File: src/rtl/pc_update_unit.sv
// pc_update_unit: registered program counter with next-PC select, run/halt/fault tracking and commit counter
module pc_update_unit #(
  parameter logic [31:0] RESET_PC = 32'h0000_0000,
  parameter int          STEP     = 4
) (
  input  logic        CLK,
  input  logic        Reset,
  input  logic        PCWre,
  input  logic [1:0]  PCSrc,
  input  logic [31:0] branchOffset,
  input  logic [25:0] jumpTarget,
  input  logic [31:0] regTarget,
  input  logic        halt,
  output logic [31:0] currentPC,
  output logic [31:0] pcPlus4,
  output logic        halted,
  output logic        fault,
  output logic [31:0] faultPC,
  output logic [31:0] commitCount
);
  typedef enum logic [1:0] {BOOT, RUN, HALT, FAULT} state_t;
  state_t      state;
  logic [31:0] candidate;
  logic        misaligned;
  assign pcPlus4 = currentPC + 32'(STEP);
  always_comb begin
    candidate = PCSrc == 2'b00 ? pcPlus4 :
                PCSrc == 2'b01 ? pcPlus4 + (branchOffset << 2) :
                PCSrc == 2'b10 ? {pcPlus4[31:28], jumpTarget, 2'b00} :
                                 regTarget;
    misaligned = |candidate[1:0];
  end
  always_ff @(posedge CLK) begin
    if (Reset) begin
      state       <= BOOT;
      currentPC   <= RESET_PC;
      halted      <= 1'b0;
      fault       <= 1'b0;
      faultPC     <= 32'h0;
      commitCount <= 32'h0;
    end else begin
      case (state)
        BOOT: state <= RUN;
        RUN: begin
          if (halt) begin
            state  <= HALT;
            halted <= 1'b1;
          end else if (PCWre && misaligned) begin
            state   <= FAULT;
            fault   <= 1'b1;
            faultPC <= currentPC;
          end else if (PCWre) begin
            currentPC   <= candidate;
            commitCount <= commitCount + 32'd1;
          end
        end
        default: ;
      endcase
    end
  end
endmodule

File: config.mk
export PLATFORM = sky130hd
export DESIGN_NAME = pc_update_unit
export DESIGN_NICKNAME = d
export VERILOG_FILES = /design/src/rtl/pc_update_unit.sv
export SDC_FILE = /design/constraint.sdc
export NUM_CORES = 1
export LEC_CHECK = 0
export ABC_AREA = 1
export CORE_AREA = 5 5 145 147
export CTS_CLUSTER_SIZE = 30
export DETAILED_ROUTE_END_ITERATION = 8
export DIE_AREA = 0 0 150 152
export PLACE_DENSITY = 0.68
export SKIP_CTS_REPAIR_TIMING = 1
export SYNTH_ARGS = -nofsm -noshare
export SYNTH_HDL_FRONTEND = slang
export SYNTH_SLANG_ARGS = --single-unit
File: constraint.sdc
create_clock -name CLK -period 3.7 [get_ports CLK]
set_input_delay 0.555 -clock CLK [delete_from_list [all_inputs] [get_ports CLK]]
set_output_delay 0.555 -clock CLK [all_outputs]
set_load 0.01 [all_outputs]
==> reports/results.md, run 1 <==
| Parameter | Value | Unit |
|---|---|---|
| Final slew viol count | 0 | - |
| Clk_lat worst skew | 0.34 | ns |
| Nets | 1,628 | - |
| Max_cap viols | 0 | - |
| Die height | 152 | um |
| Cells after Synth | 1,258 | - |
| Seq cells post-synth | 100 | - |
| CTS clk-pin slew, worst paths | 0.07 | ns |
| Synthesized netlist net count | 1,392 | - |
| Lkg Pwr | 4.55 | nW |
| Metal3 WL | 2.67 | mm |
| Hold-critical path endpoint | halted$_SDFFE_PP0P_ | - |
| Mapped cell area | 0.00762 | sq mm |
| Antenna violations before repair | 0 | - |
| Post-Place Worst Slack | 0.232 | ns |
| WS Path Type | reg2reg | - |
| Final TNS setup | 0 | ns |
| Iteration count of the initial detailed-routing pass | 5 | - |
| Switching share of total power | 0.306 | - |
| Count of different cell masters after synthesis | 46 | - |
| Post-route cell area | 0.0107 | sq mm |
| CP Cell Sequence | ha_1 > nand2_1 > inv_1 > nand2_2 > nor2_2 > nand2_2 > inv_1 > nand3_1 > xor2_2 > inv_1 > ha_1 > nand2_1 > inv_1 > nand3_1 > nor2_1 > nor2_1 > nand2_1 > nand2_1 > nand2_1 > o21ai_0 > nand2_1 > a21oi_1 | - |
| Met2 wire len | 13.3 | mm |
| Worst-path maximum fanout | 6 | - |
| Worst relative slew slack | 0.575 | - |
| Final setup viols | 0 | - |
| # port buffers | 223 | - |
| Number of routed nets with antenna violations | 0 | - |
| Min-delay src | halted$_SDFFE_PP0P_ | - |
| WP data arrival | 3.75 | ns |
| Cell types with the largest area share after synthesis | sky130_fd_sc_hd__dfxtp_1 26%, sky130_fd_sc_hd__nand2_1 16%, sky130_fd_sc_hd__a21oi_1 8.6%, sky130_fd_sc_hd__nor2_1 7.9%, sky130_fd_sc_hd__o21ai_0 7.7% | - |
| Setup slack on the worst flop-to-flop path | 0.23 | ns |
| Placed Area | 0.0103 | sq mm |
| Filler instances | 2,055 | - |
| Share of the synthesized area in the top cell type | 0.263 | - |
| Crit path largest cell delay | 0.37 | ns |
| First-pass GRT wire length | 46.4 | mm |
| Placed Cells incl. Taps | 1,753 | - |
| Worst-case clock buffer depth | 2 | - |
| Pin count of the biggest net entering global routing | 70 | - |
| Portion of total power attributed to sequential cells | 0.412 | - |
| CP max-delay cell | sky130_fd_sc_hd__dfxtp_2 | - |
| Standard-cell row count | 52 | - |
| Post-DR wirelength/cell | 16.9 | um |
| Power per unit of standard cell area | 256 | mW/mm^2 |
| Fraction of power consumed by the clock network | 0.342 | - |
| Worst Max-Slew Pin Slew | 0.637 | ns |
| Worst-case reg-to-reg path depth | 22 | - |
| Most frequently used flop master after synthesis | sky130_fd_sc_hd__dfxtp_1 | - |
| Part of the cycle the worst path needs | 0.938 | - |
| Number of synthesized flops with an enable pin | 0 | - |
| Average size of a mapped cell | 6.06 | sq um |
| Most common cell in the synthesized netlist | sky130_fd_sc_hd__nand2_1 | - |
| Area taken by multi-input logic gates | 0.00493 | sq mm |
| Final wirelength | 29.8 | mm |
| Net switching power | 0.835 | mW |
| Count of synthesis-stage warnings from yosys | 0 | - |
| Core area | 0.0198 | sq mm |
| Reg-to-reg endpoint | currentPC[20]$_SDFFE_PP0P_ | - |
| Yosys top cell by area | sky130_fd_sc_hd__dfxtp_1 | - |
| Gr ovfl total | 0 | - |
| Area taken by flip-flops and latches | 0.00200 | sq mm |
| Type of the worst min-delay path | reg2reg | - |
| Deepest level of the CTS H-tree | 3 | - |
| Horizontal die dimension | 150 | um |
| Count of antenna diodes in the layout | 0 | - |
| Top layer in use | met4 | - |
| Sequential cell area fraction in the yosys report | 0.263 | - |
| Metal1 wirelength | 13.4 | mm |
| Internal power consumption | 1.89 | mW |
| Number of hold violations in the final report | 0 | - |
| Worst path setup slack after routing | 0.228 | ns |
| Final weighted congestion in routability-driven placement | 0.984 | - |
| Vias in the first global route | 8,551 | - |
| Post-route insts no fill | 1,769 | - |
| CP endpoint kind | flop | - |
| Startpoint types | flop | - |
| Worst Path Required | 3.97 | ns |
| Initial Util | 0.385 | - |
| I/O pin count | 226 | - |
| Number of clock sinks | 100 | - |
| DR vias/cell | 5.09 | - |
| Post-detailed-route DRC marker count | 0 | - |
| Vias | 9,005 | - |
| Post-detail-place hpwl | 24.3 | mm |
| Clock tree root buffer cell | sky130_fd_sc_hd__clkbuf_16 | - |
| Total Routing Usage GR | 0.254 | - |
| Hold Path Depth | 1 | - |
| Die Footprint | 0.0228 | sq mm |
| Worst flop-to-flop path startpoint | currentPC[2]$_SDFFE_PP0P_ | - |
| Most common cell on crit path | sky130_fd_sc_hd__nand2_1 | - |
| Number of buffers created by CTS | 9 | - |
| FFs w/ async S/R, synth | 0 | - |
| Clock tree skew after final layout | 0.0117 | ns |
| Clock tree from TritonCTS | built | - |
| Post-layout min period | 3.47 | ns |
| Largest voltage drop on the vdd net | 0.215 | mV |
| Fraction of layout instances using a drive strength above 1 | 0.0680 | - |
| List of most frequent post-synthesis cells | 331 x sky130_fd_sc_hd__nand2_1, 160 x sky130_fd_sc_hd__nor2_1, 142 x sky130_fd_sc_hd__inv_1 | - |
| Initial DRC count | 736 | - |
| Layout overhead on the synthesized area | 39.8 | % |
| Fmax | 0.288 | GHz |
| Combinational fraction of design power | 0.246 | - |
| Result of the run | completed | - |
registers in the layout (all words and copies together) (netlist names):
register     count
fault            1
state            2
currentPC       32
commitCount     32
faultPC         32
halted           1
layer usage:
metal | vias to the layer above | track usage
li1 | 4566 | -
met3 | 31 | 0.0456
met1 | 4022 | 0.359
met5 | - | 0
met4 | 0 | 0.0584
met2 | 386 | 0.403
logic make-up after synthesis:
kind of cell / after synthesis / synth area share
AND/OR/NAND/NOR: 622 / 0.348
AO/OA/AOI/OAI: 277 / 0.190
buffers and inverters: 186 / 0.0950
flip-flops: 100 / 0.263
adder cells (fa/ha/maj): 38 / 0.0634
XOR/XNOR: 35 / 0.0412
worst max-delay path by stage:
| stage | startpoint | end | depth (start not counted) |
|---|---|---|---|
| 2_1_floorplan | currentPC[2]$_SDFFE_PP0P_ | currentPC[21]$_SDFFE_PP0P_ | 22 |
| 3_3_place_gp | currentPC[2]$_SDFFE_PP0P_ | currentPC[27]$_SDFFE_PP0P_ | 20 |
| 3_5_place_dp | currentPC[2]$_SDFFE_PP0P_ | currentPC[21]$_SDFFE_PP0P_ | 22 |
| 4_1_cts | currentPC[2]$_SDFFE_PP0P_ | currentPC[21]$_SDFFE_PP0P_ | 22 |
| 5_1_grt | currentPC[2]$_SDFFE_PP0P_ | currentPC[20]$_SDFFE_PP0P_ | 22 |
| 6_report | currentPC[2]$_SDFFE_PP0P_ | currentPC[20]$_SDFFE_PP0P_ | 22 |
critical path, delay by kind of cell, from the launching register on:
| family | cells | cell delay, ns |
|---|---|---|
| AND/OR/NAND/NOR | 13 | 1.31 |
| flip-flops | 1 | 0.37 |
| AO/OA/AOI/OAI | 2 | 0.46 |
| XOR/XNOR | 1 | 0.23 |
| buffers and inverters | 4 | 0.49 |
| adder cells (fa/ha/maj) | 2 | 0.54 |
cells in the final DEF (no fill, tap or decap), drive strengths merged:
cell | netlist | routed
nand2 | 339 | 339
clkdlybuf4s50 | 0 | 223
nor2 | 171 | 171
inv | 146 | 148
a21oi | 131 | 131
o21ai | 123 | 123
dfxtp | 100 | 100
nand3 | 48 | 48
buf | 16 | 41
ha | 37 | 37
xor2 | 25 | 25
nor3 | 24 | 24
nand4 | 22 | 22
clkbuf | 23 | 11
xnor2 | 10 | 10
o21bai | 8 | 8
nand3b | 8 | 8
or2 | 4 | 4
nor4 | 3 | 3
o21a | 3 | 3
o22ai | 3 | 3
clkinv | 1 | 3
a211oi | 2 | 2
o211ai | 2 | 2
o221ai | 2 | 2
a21o | 1 | 1
nor4b | 1 | 1
nor3b | 1 | 1
a221oi | 1 | 1
and2 | 1 | 1
o211a | 1 | 1
fa | 1 | 1
clkinvlp | 0 | 1
cell type report:
type / count / share of cell area
clock buffer: 11 / 0.0237
clock inverter: 5 / 0.00399
inverter: 147 / 0.0520
multi-input combinational: 972 / 0.462
sequential: 100 / 0.188
tap: 270 / 0.0317
timing repair buffer: 264 / 0.238
per-stage QoR:
stage / power, mW / hold WS (ns) / util
final: 2.73 / 0.473 / 0.539
after global routing: 2.86 / 0.514 / 0.539
after floorplan: 1.47 / 0.451 / -
after global placement: 1.80 / 0.449 / 0.522
after CTS: 2.74 / 0.473 / 0.537
after detailed placement: 1.81 / 0.458 / 0.522
power groups by stage:
stage               logic (mW)  clock network, mW  registers, mW
global placement         0.657                  0           1.15
global route             0.734              0.996           1.13
CTS                      0.661              0.951           1.12
floorplan                0.318                  0           1.16
detailed placement       0.658                  0           1.15
finish                   0.672              0.934           1.12
Note: power is estimated with default switching activity, not from simulation.
==> run 2: changes to the inputs <==
Settings changed: CORE_AREA 5 5 145 147 to 5 5 137 139, DIE_AREA 0 0 150 152 to 0 0 142 144, HOLD_SLACK_MARGIN set to 0.12, PLACE_DENSITY 0.68 to 0.75.
==> run 2 against run 1 <==
Sequential power about the same. Critical endpoint is now currentPC[22]$_SDFFE_PP0P_. Fmax increased by 1.7%. Total power decreased by 0.58%. Worst hold slack got worse by 0.0064 ns. Design area decreased by 0.69%. Cell count decreased by 2.3%.
==> reports/results.md, run 2 (same netlist as run 1, synthesis figures left out) <==
| Parameter | Value | Unit | Delta |
|---|---|---|---|
| Result of the run | completed | - |  |
| Vias in the first global route | 8,409 | - | -1.7% |
| Worst-case clock buffer depth | 2 | - | unchanged |
| Leading cell types in the layout, fill and taps excluded | 331 x sky130_fd_sc_hd__nand2_1, 223 x sky130_fd_sc_hd__clkdlybuf4s50_1, 154 x sky130_fd_sc_hd__nor2_1 | - |  |
| Fraction of layout instances using a drive strength above 1 | 0.0687 | - | +0.000667 |
| Worst relative slew slack | 0.398 | - | -0.177 |
| CTS clk-pin slew, worst paths | 0.07 | ns | about the same |
| Pin count of the biggest net entering global routing | 70 | - | unchanged |
| Initial DRC count | 702 | - | -4.6% |
| Final wirelength | 30.4 | mm | +1.9% |
| Startpoint types | flop | - |  |
| DR vias/cell | 5.28 | - | +3.8% |
| Antenna violations before repair | 0 | - | unchanged |
| Lkg Pwr | 4.55 | nW | about the same |
| Part of the cycle the worst path needs | 0.922 | - | -0.0160 |
| Clk_lat worst skew | 0.35 | ns | about the same |
| Number of hold violations in the final report | 0 | - | unchanged |
| Final weighted congestion in routability-driven placement | 0.992 | - | +0.81% |
| Gr ovfl total | 0 | - | unchanged |
| CP endpoint kind | flop | - |  |
| Number of clock sinks | 100 | - | unchanged |
| Clock tree root buffer cell | sky130_fd_sc_hd__clkbuf_16 | - |  |
| Clock tree skew after final layout | 0.0100 | ns | -0.00169 ns |
| I/O pin count | 226 | - | unchanged |
| # port buffers | 223 | - | unchanged |
| Post-detail-place hpwl | 24.8 | mm | +2.1% |
| Type of the worst min-delay path | reg2reg | - |  |
| Max_cap viols | 0 | - | unchanged |
| Worst-path maximum fanout | 6 | - | unchanged |
| WP data arrival | 3.69 | ns | -0.06 ns |
| Clock tree from TritonCTS | built | - |  |
| Fmax | 0.293 | GHz | +1.7% |
| Vias | 9,129 | - | +1.4% |
| Nets | 1,628 | - | unchanged |
| Post-detailed-route DRC marker count | 0 | - | unchanged |
| Die Footprint | 0.0204 | sq mm | -10% |
| RSZ-0062 raised after global routing | yes | - |  |
| Standard-cell row count | 49 | - | -5.8% |
| Number of buffers created by CTS | 9 | - | unchanged |
| Worst Path Required | 3.97 | ns | about the same |
| Total Routing Usage GR | 0.290 | - | +0.0357 |
| Final setup viols | 0 | - | unchanged |
| Filler instances | 1,757 | - | -15% |
| Initial Util | 0.435 | - | +0.0493 |
| Largest voltage drop on the vdd net | 0.202 | mV | -6.5% |
| Deepest level of the CTS H-tree | 3 | - | unchanged |
| Hold_ws | 0.466 | ns | -0.00643 ns |
| Number of routed nets with antenna violations | 0 | - | unchanged |
| Most common library cell in the layout ignoring fill and taps | sky130_fd_sc_hd__nand2_1 | - |  |
| Core area | 0.0175 | sq mm | -11% |
| Count of antenna diodes in the layout | 0 | - | unchanged |
| Layout overhead on the synthesized area | 38.8 | % |  |
| Power per unit of standard cell area | 256 | mW/mm^2 | +0.11% |
| Die height | 144 | um | -5.3% |
| Horizontal die dimension | 142 | um | -5.3% |
| Sum of internal, switching and leakage power | 2.71 | mW | -0.58% |
| Biggest regs | commitCount: 32 flops, currentPC: 32 flops, faultPC: 32 flops | - |  |
| WS Path Type | reg2reg | - |  |
| First-pass GRT wire length | 46.4 | mm | about the same |
| Post-DR wirelength/cell | 17.6 | um | +4.3% |
| Post-layout min period | 3.41 | ns | -0.0590 ns |
| Worst Max-Slew Pin Slew | 0.900 | ns | +0.263 ns |
| Iteration count of the initial detailed-routing pass | 5 | - | unchanged |
| Final slew viol count | 0 | - | unchanged |
-- run 2: cell count changes in the layout (fill, tap and decap cells not counted), moves of 2 or more --
cell	previous run	this run
sky130_fd_sc_hd__xor2_2	3	1
sky130_fd_sc_hd__clkbuf_8	2	0
sky130_fd_sc_hd__nor2_2	10	14
sky130_fd_sc_hd__xor2_1	22	24
sky130_fd_sc_hd__nor2_1	157	154
-- run 2: area by class of cell --
cell class	count	area (sq um)	share of cell area
Timing Repair Buffer	264	2540	0.240
Clock buffer	9	225	0.0213
Clock inverter	7	58.8	0.00556
Tap cell	229	287	0.0271
Inverter	147	554	0.0524
Sequential cell	100	2000	0.189
Multi-Input combinational cell	972	4920	0.464
-- run 2: power breakdown --
group	internal [mW]	switching (mW)	total, mW
clock	0.469	0.441	0.910
combinational	0.294	0.385	0.678
sequential	1.10	0.0256	1.13
total	1.86	0.852	2.71
-- run 2: through the flow --
stage               worst slack (ns)  utilization  cells  setup TNS (ns)  cell area [sq um]
global placement               0.205        0.586   1712               0              10300
floorplan                      0.747            -   1258               0               7620
global route                -0.00745        0.604   1728         -0.0106              10600
CTS                            0.134        0.602   1728               0              10600
detailed placement             0.160        0.586   1712               0              10300
finish                         0.287        0.604   1728               0              10600
-- run 2: worst paths after layout --
kind	from	endpoint	slack (ns)	cells past startpoint
min	halted$_SDFFE_PP0P_	halted$_SDFFE_PP0P_	0.47	1
max	currentPC[6]$_SDFFE_PP0P_	currentPC[22]$_SDFFE_PP0P_	0.29	16
max reg2reg	currentPC[6]$_SDFFE_PP0P_	currentPC[22]$_SDFFE_PP0P_	0.29	16
min reg2reg	halted$_SDFFE_PP0P_	halted$_SDFFE_PP0P_	0.47	1
-- run 2: per-layer routing --
metal	global-route usage	up-vias	part of all wire
met1	0.407	4129	0.45
met4	0.0611	0	0.020
met2	0.470	402	0.45
li1	-	4558	-
met5	0	-	0
met3	0.0486	40	0.077
-- run 2: critical path: stages (launching register included) --
cell	delay, ns
sky130_fd_sc_hd__dfxtp_1	0.45
sky130_fd_sc_hd__nand2_2	0.12
sky130_fd_sc_hd__nor2_4	0.18
sky130_fd_sc_hd__nand2_1	0.13
sky130_fd_sc_hd__nor2_1	0.18
sky130_fd_sc_hd__xor2_1	0.39
sky130_fd_sc_hd__ha_1	0.39
sky130_fd_sc_hd__a21oi_1	0.21
sky130_fd_sc_hd__o21ai_0	0.16
sky130_fd_sc_hd__nand3b_1	0.39
sky130_fd_sc_hd__nand2_1	0.18
sky130_fd_sc_hd__nand2_1	0.06
sky130_fd_sc_hd__nand2_1	0.06
sky130_fd_sc_hd__nand3_1	0.07
sky130_fd_sc_hd__nand2_1	0.13
sky130_fd_sc_hd__nand2_1	0.11
sky130_fd_sc_hd__a21oi_1	0.12
